--- src/rtl/i2c_cfg_master.sv ---
// Single-byte I2C initiator for the I2S clock-config slave; drives SCL/SDA open-drain from mclk.
// Optional SCL clock stretching is enabled by defining I2C_CLK_STRETCH_EN.
module i2c_cfg_master #(
  parameter int QTR_DIV = 4
) (
  input  logic       mclk,
  input  logic       reset,
  input  logic       start,
  input  logic [6:0] addr,
  input  logic       rw,
  input  logic [7:0] wdata,
  output logic       busy,
  output logic       done,
  output logic       nack,
  output logic [7:0] rdata,
  output logic       scl_oe,
  input  logic       scl_in,
  output logic       sda_oe,
  input  logic       sda_in
);

  localparam int CW = (QTR_DIV > 1) ? $clog2(QTR_DIV) : 1;
  localparam logic [CW-1:0] QTR_LAST = CW'(QTR_DIV - 1);

  typedef enum logic [3:0] {
    S_IDLE, S_START, S_ADDR, S_AACK, S_WDATA, S_DACK, S_RDATA, S_MNACK, S_STOP
  } state_t;

  state_t          state_q, state_d;
  logic [CW-1:0]   qCnt_q, qCnt_d;
  logic [1:0]      quarter_q, quarter_d;
  logic [2:0]      bitCnt_q, bitCnt_d;
  logic [6:0]      addr_q, addr_d;
  logic            rw_q, rw_d;
  logic [7:0]      wdata_q, wdata_d;
  logic            nack_q, nack_d;
  logic [7:0]      hold_q, hold_d;
  logic [7:0]      rdata_q, rdata_d;
  logic            done_q, done_d;
  logic            sdaPrev_q;
  logic            stall, qtrEnd, phaseEnd, samplePt, txBit;
  logic [7:0]      addrByte;

`ifdef I2C_CLK_STRETCH_EN
  // A slave holding SCL low after we released it freezes the quarter counter.
  assign stall = busy && (quarter_q == 2'd2) && !scl_in;
`else
  logic unusedSclIn;
  assign unusedSclIn = scl_in;
  assign stall = 1'b0;
`endif

  assign addrByte = {addr_q, rw_q};
  assign qtrEnd   = (qCnt_q == QTR_LAST) && !stall;
  assign phaseEnd = qtrEnd && (quarter_q == 2'd3);
  assign samplePt = qtrEnd && (quarter_q == 2'd2);

  always_ff @(posedge mclk or posedge reset) begin
    if (reset) begin
      state_q   <= S_IDLE;
      qCnt_q    <= '0;
      quarter_q <= 2'd0;
      bitCnt_q  <= 3'd0;
      addr_q    <= 7'h00;
      rw_q      <= 1'b0;
      wdata_q   <= 8'h00;
      nack_q    <= 1'b0;
      hold_q    <= 8'h00;
      rdata_q   <= 8'h00;
      done_q    <= 1'b0;
      sdaPrev_q <= 1'b0;
    end else begin
      state_q   <= state_d;
      qCnt_q    <= qCnt_d;
      quarter_q <= quarter_d;
      bitCnt_q  <= bitCnt_d;
      addr_q    <= addr_d;
      rw_q      <= rw_d;
      wdata_q   <= wdata_d;
      nack_q    <= nack_d;
      hold_q    <= hold_d;
      rdata_q   <= rdata_d;
      done_q    <= done_d;
      sdaPrev_q <= sda_oe;
    end
  end

  always_comb begin
    state_d   = state_q;
    qCnt_d    = qCnt_q;
    quarter_d = quarter_q;
    bitCnt_d  = bitCnt_q;
    addr_d    = addr_q;
    rw_d      = rw_q;
    wdata_d   = wdata_q;
    nack_d    = nack_q;
    hold_d    = hold_q;
    rdata_d   = rdata_q;
    done_d    = 1'b0;
    if (state_q == S_IDLE) begin
      qCnt_d    = '0;
      quarter_d = 2'd0;
      bitCnt_d  = 3'd0;
      if (start) begin
        addr_d  = addr;
        rw_d    = rw;
        wdata_d = wdata;
        nack_d  = 1'b0;
        state_d = S_START;
      end
    end else begin
      if (qtrEnd) begin
        qCnt_d    = '0;
        quarter_d = quarter_q + 2'd1;
      end else if (!stall) begin
        qCnt_d = qCnt_q + CW'(1);
      end
      if (samplePt) begin
        case (state_q)
          S_AACK:  nack_d = sda_in;
          S_DACK:  if (sda_in) nack_d = 1'b1;
          S_RDATA: hold_d = {hold_q[6:0], sda_in};
          default: ;
        endcase
      end
      if (phaseEnd) begin
        case (state_q)
          S_START: state_d = S_ADDR;
          S_ADDR: begin
            bitCnt_d = bitCnt_q + 3'd1;
            if (bitCnt_q == 3'd7) state_d = S_AACK;
          end
          S_AACK: begin
            if (nack_q)    state_d = S_STOP;
            else if (rw_q) state_d = S_RDATA;
            else           state_d = S_WDATA;
          end
          S_WDATA: begin
            bitCnt_d = bitCnt_q + 3'd1;
            if (bitCnt_q == 3'd7) state_d = S_DACK;
          end
          S_DACK: state_d = S_STOP;
          S_RDATA: begin
            bitCnt_d = bitCnt_q + 3'd1;
            if (bitCnt_q == 3'd7) state_d = S_MNACK;
          end
          S_MNACK: state_d = S_STOP;
          S_STOP: begin
            state_d = S_IDLE;
            done_d  = 1'b1;
            if (rw_q && !nack_q) rdata_d = hold_q;
          end
          default: state_d = S_IDLE;
        endcase
      end
    end
  end

  // In a bit slot SDA keeps its previous level through q0 and only changes once SCL has been low a quarter.
  always_comb begin
    busy   = (state_q != S_IDLE);
    done   = done_q;
    nack   = nack_q;
    rdata  = rdata_q;
    scl_oe = 1'b0;
    sda_oe = 1'b0;
    txBit  = 1'b1;
    case (state_q)
      S_ADDR:  txBit = addrByte[3'd7 - bitCnt_q];
      S_WDATA: txBit = wdata_q[3'd7 - bitCnt_q];
      default: txBit = 1'b1;
    endcase
    case (state_q)
      S_START: sda_oe = quarter_q[1];
      S_ADDR, S_AACK, S_WDATA, S_DACK, S_RDATA, S_MNACK: begin
        scl_oe = ~quarter_q[1];
        sda_oe = (quarter_q == 2'd0) ? sdaPrev_q : ~txBit;
      end
      S_STOP: begin
        scl_oe = ~quarter_q[1];
        sda_oe = (quarter_q != 2'd3);
      end
      default: ;
    endcase
  end

endmodule

--- config.mk ---
export PLATFORM = sky130hd
export DESIGN_NAME = i2c_cfg_master
export DESIGN_NICKNAME = d
export VERILOG_FILES = /design/src/rtl/i2c_cfg_master.sv
export SDC_FILE = /design/constraint.sdc
export NUM_CORES = 1
export LEC_CHECK = 0
export CAP_MARGIN = 5
export CELL_PAD_IN_SITES_DETAIL_PLACEMENT = 1
export CELL_PAD_IN_SITES_GLOBAL_PLACEMENT = 1
export CORE_MARGIN = 5
export CORE_UTILIZATION = 37
export CTS_BUF_LIST = sky130_fd_sc_hd__clkbuf_8
export CTS_CLUSTER_DIAMETER = 100
export CTS_CLUSTER_SIZE = 28
export DETAILED_ROUTE_END_ITERATION = 16
export HOLD_SLACK_MARGIN = 0.12
export PLACE_DENSITY_LB_ADDON = 0.12
export SLEW_MARGIN = 30
export SYNTH_ARGS = -nofsm -noshare
export SYNTH_HDL_FRONTEND = slang
export SYNTH_SLANG_ARGS = --single-unit
--- constraint.sdc ---
create_clock -name mclk -period 4.65 [get_ports mclk]
set_clock_uncertainty 0.1 [all_clocks]
set_input_delay 0.93 -clock mclk [delete_from_list [all_inputs] [get_ports mclk]]
set_output_delay 0.93 -clock mclk [all_outputs]
set_load 0.01 [all_outputs]
* Word level (Yosys, flattened, before mapping) *
Index checks and enable logic that the tools add are counted.

cells by class
  add/sub/neg operators = 4
  bitwise gates (word level) = 3
  order comparisons = 1
  reductions and logical operators = 22
  mux-type cells = 32
  equal/unequal tests = 18

operators with widths
  kind                                                                   count
  4-bit two-way mux                                                      7
  4-bit case mux with 6 select lines                                     1
  4-bit by 3-bit equality test with 1-bit output, second input constant  4
  3-bit inequality test, second input constant                           4
  1-bit two-way mux                                                      11
  2-bit two-way mux                                                      5
  3-bit two-way mux                                                      3
  4-bit by 2-bit equality test with 1-bit output, second input constant  2
  4-bit AND reduction                                                    2
  2-bit nonzero test                                                     4
  7-bit OR reduction                                                     1
  1-bit binary-select mux with 3-bit select                              2
  2-bit equality test, second input constant                             3
  6-bit OR reduction                                                     1
  5-bit AND reduction                                                    1
  2-bit by 1-bit adder with 2-bit output, second input constant          2
  4-bit by 1-bit equality test with 1-bit output, second input constant  1
  4-bit equality test, second input constant                             1
  4-bit zero test                                                        1
  3-bit by 4-bit < comparator with 1-bit output, second input constant   1
  2-bit inequality test, second input constant                           2
  1-bit case mux with 2 select lines                                     2
  2-bit AND reduction                                                    2
  4-bit nonzero test                                                     1
  other kinds (12)                                                       16

word-level totals
  register bits = 46
  input bits = 21

* Logic depth before layout (Yosys ltp) *
  depth in word-level cells = 7
  gate-level depth with buffers = 6
  gate-level depth less buffers = 6

* Least setup slack after synthesis *
Ideal clock, no wire load.

  path type = flip-flop to output port
  start point = reg state_q[2]
  end point = out sda_oe
  setup slack = 1973 ps
  cell stages (with the launch flop) = 6
  data arrival time = 1647 ps
  data required time = 3620 ps
  path buffers = 1
  cells stage by stage = dfrtp_1 buf_2 nand2b_1 and2_1 or4_1 o31ai_1

between the ends
  word-level cells in the longest chain between the ends = 5
  elaborated cells on any way between the ends = 13
  classes of those cells = eq/ne: 8; mux: 3; bitwise: 1; reduce/logical: 1

RTL lines
  what                                                                                                                     RTL line  source
  start: declaration                                                                                                       29        state_t state_q, state_d;
  start signal: assignment                                                                                                 73        state_q <= state_d;
  4-bit by 3-bit equality test with 1-bit output / 4-bit by 2-bit equality test with 1-bit output (equally long branches)  168, 173
  1-bit case mux with 2 select lines                                                                                       168       case (state_q)
  1-bit NOT                                                                                                                177       sda_oe = (quarter_q == 2'd0) ? sdaPrev_q : ~txBit;
  1-bit two-way mux                                                                                                        177
  1-bit case mux with 3 select lines *                                                                                     173       case (state_q)
  end: declaration                                                                                                         18        output logic sda_oe,

Mark *: on every way between the ends. The rest lies on a longest branch, timed or not.

* Final worst setup path *
  start point = reg state_q[1]
  end point = out sda_oe

Same word-level chain as after synthesis.

==> flow_summary_export.csv <==
group,metric,value,unit
sta,final_hold_viol_count,0,
detailed_routing,drc,0,
min_path,min_path_type,"register to register",
setup_path,r2r_end,"rdata[1]",
global_routing,grt_start_max_net_pins,47,
global_routing,grt_pass1_wl,7740,um
floorplanning,initial_core_util,38.5,%
sta,rsz0062_at_grt,"no",
synthesis,synth.net_count,193,
power,power.leakage,1.14,nW
clock_tree,cts_tree,"done",
floorplanning,pin_count,34,
clock_tree,cts_hold_buf,0,
setup_path,worstPathCellList,"nand2b_1 -> and2_1 -> or4_1 -> o31ai_1 -> clkdlybuf4s50_1",
sta,finalSetupTns,0,ps
place,placed_area,2520,um2
synthesis,netlist-cell-type-count,37,
sta,setup_viol,0,
detailed_routing,via_per_inst,5.15,
detailed_routing,drt_iter0_drc,60,
setup_path,worst_r2r_path_depth,4,
synthesis,syn-cell-area,2140,um2
sta,setup_ws,985,ps
synthesis,async_reset_ff_share,100,%
clock_tree,htreeDepth,2,
place,hpwl,3330,um
sta,finalCriticalPeriod,3670,ps
min_path,hold_start,"qCnt_q[0]",
sta,tightest_slew,618,ps
synthesis,synth_commonest_cells,"dfrtp_1, mux2_2, nand2_1",
place,pre_cts_ws,1310,ps
layout,instances_no_fill,271,
min_path,whs_path_depth,1,
detailed_routing,routed_wl,4460,um
setup_path,end_kind,"primary output",
run,drv_cap,0,
setup_path,cp-start-kind,"register",
setup_path,arrival,2640,ps
clock_tree,root_buffer,"clkbuf_8",
setup_path,cp.required,3620,ps
layout,fin_area,2610,um2
synthesis,syn-mean-instance-area,12.9,um2
clock_tree,cts_buffers,5,
clock_tree,insertion_delay,290,ps
synthesis,synth.most_common_cell,"dfrtp_1",
place,dpl.cell_count,263,
detailed_routing,dr_total_vias,1395,
layout,syn_to_final_growth,21.9,%
setup_path,reg2reg_from,"state_q[1]",
synthesis,ys_seq_area_share,53.7,%
sta,slew_headroom,58.4,%
setup_path,criticalPathCategory,"register to primary output",
clock_tree,post_cts_buffers,0,
synthesis,yosysTopAreaCell,"dfrtp_1",
floorplanning,die_w,86.1,um
detailed_routing,drtAntennaViolNets,0,
floorplanning,die_area,7410,um2
setup_path,critPathMaxFanout,10,
layout,diodes,0,
min_path,min_to,"qCnt_q[0]",
clock_tree,cts-resized-gates,0,
setup_path,crit_slowest_cell,"dfrtp_1",
clock_tree,clkSinkCount,46,
synthesis,synth_ff_type,"dfrtp_1",
detailed_routing,wire_per_inst,16.4,um
power,ir_worst_vdd,0.000200,V
synthesis,synth_warnings,0,
setup_path,slowest_delay,610,ps
sta,max_freq,0.273,GHz
synthesis,yosys-top-cells-area,"dfrtp_1, mux2_2, ha_1",
run_status,status,"finished, final reports clean",
global_routing,overflow,0,
place,numPortBuffers,32,
floorplanning,rows,27,
global_routing,grt_usage,13.1,%
clock_tree,clock_path_buffers,2,
floorplanning,die_y,86.1,um
layout,drive_gt1_share,24.6,%
synthesis,synth_top_area_share,53.7,%
synthesis,synth_cells,166,
power,power_density,497,nW/um2
global_routing,first_global_vias,1573,
sta,slew_viol_final,0,
place,place_congestion,0.788,
detailed_routing,firstDrtPassIters,4,
synthesis,synth-edff-count,0,
layout,nets,225,
clock_tree,clk_pin_slew,80,ps
floorplanning,core_area,5570,um2
setup_path,r2r_setup_slack,2440,ps
global_routing,antenna_found_initial,0,
synthesis,ys_seq_elements,46,
sta,timing.final.crit_share,78.8,%
==> per-stage QoR <==
stage          utilization, %  hold WS [ps]  power (mW)
5_1_grt                  46.9           366        1.39
3_3_place_gp             45.3           325        1.04
3_5_place_dp             45.3           337        1.07
4_1_cts                  46.9           349        1.32
2_1_floorplan               -           315       0.923
6_report                 46.9           343        1.30
==> cell families after synthesis <==
kind of cell / share of synthesized area [%]
XOR/XNOR: 0.409
AO/OA/AOI/OAI: 8.70
adder cells (fa/ha/maj): 3.50
buffers and inverters: 2.69
multiplexers: 19.9
AND/OR/NAND/NOR: 11.1
flip-flops: 53.7
==> state kept, by name, summed over array words and instances, names as in the netlist <==
| name | count |
|---|---|
| sdaPrev_q | 1 |
| rdata | 8 |
| nack | 1 |
| bitCnt_q | 3 |
| wdata_q | 8 |
| addr_q | 7 |
| state_q | 4 |
| quarter_q | 2 |
| rw_q | 1 |
| done | 1 |
| qCnt_q | 2 |
| hold_q | 8 |
==> per-layer routing <==
metal	global-route usage [%]	part of all wire [%]	vias up
met5	0	0	-
met4	3.88	0.49	0
met3	2.98	3.1	2
met2	23.1	54	18
met1	15.9	42	715
li1	-	-	660
==> cell type report <==
type                    instances  area, um2
fillers                       594       2960
flip-flops and latches         46       1150
multi-input cells             107        935
repair buffers                 33        328
well taps                      72       90.1
clock buffers                   6       82.6
inverters                       5       18.8
clock inverters                 2       8.76
==> report_power, final <==
group	leakage, nW	switching, mW	internal, mW
clock	0.0524	0.126	0.118
combinational	0.500	0.175	0.231
sequential	0.584	0.127	0.522
total	1.14	0.428	0.871
==> how the worst max path moves through the flow <==
stage | start | endpoint | slack, ps | depth (start not counted)
final | state_q[1] | sda_oe | 980 | 5
after floorplan | state_q[2] | sda_oe | 1970 | 5
after CTS | state_q[1] | sda_oe | 980 | 5
after global placement | state_q[1] | sda_oe | 1330 | 5
after detailed placement | state_q[2] | sda_oe | 1310 | 5
after global routing | state_q[2] | sda_oe | 800 | 5
==> worst max-delay path: cells and delay by family (launching register included) <==
kind / cells / cell delay [ps]
AO/OA/AOI/OAI: 1 / 330
buffers and inverters: 1 / 600
flip-flops: 1 / 610
AND/OR/NAND/NOR: 3 / 800
==> placed cells by master, fill, tap and decap left out, types with 2 or more instances in the layout <==
cell             netlist  routed
a22o_1                 3       3
o31ai_1                3       3
inv_1                  5       5
and2_1                 2       2
a2111oi_0              2       2
mux2_2                37      37
nand2_1                7       7
o22ai_1                2       2
nor3_1                 2       2
clkbuf_8               0       6
nor4_4                 2       2
clkdlybuf4s50_1        0      32
nand2b_1               5       5
nor2b_1                5       5
nor4_1                 3       3
nor2_1                 5       5
a211oi_1               2       2
o21ai_0                4       4
ha_1                   6       6
dfrtp_1               46      46
or4_1                  2       2
No activity file was read; power rests on OpenSTA's default activity.
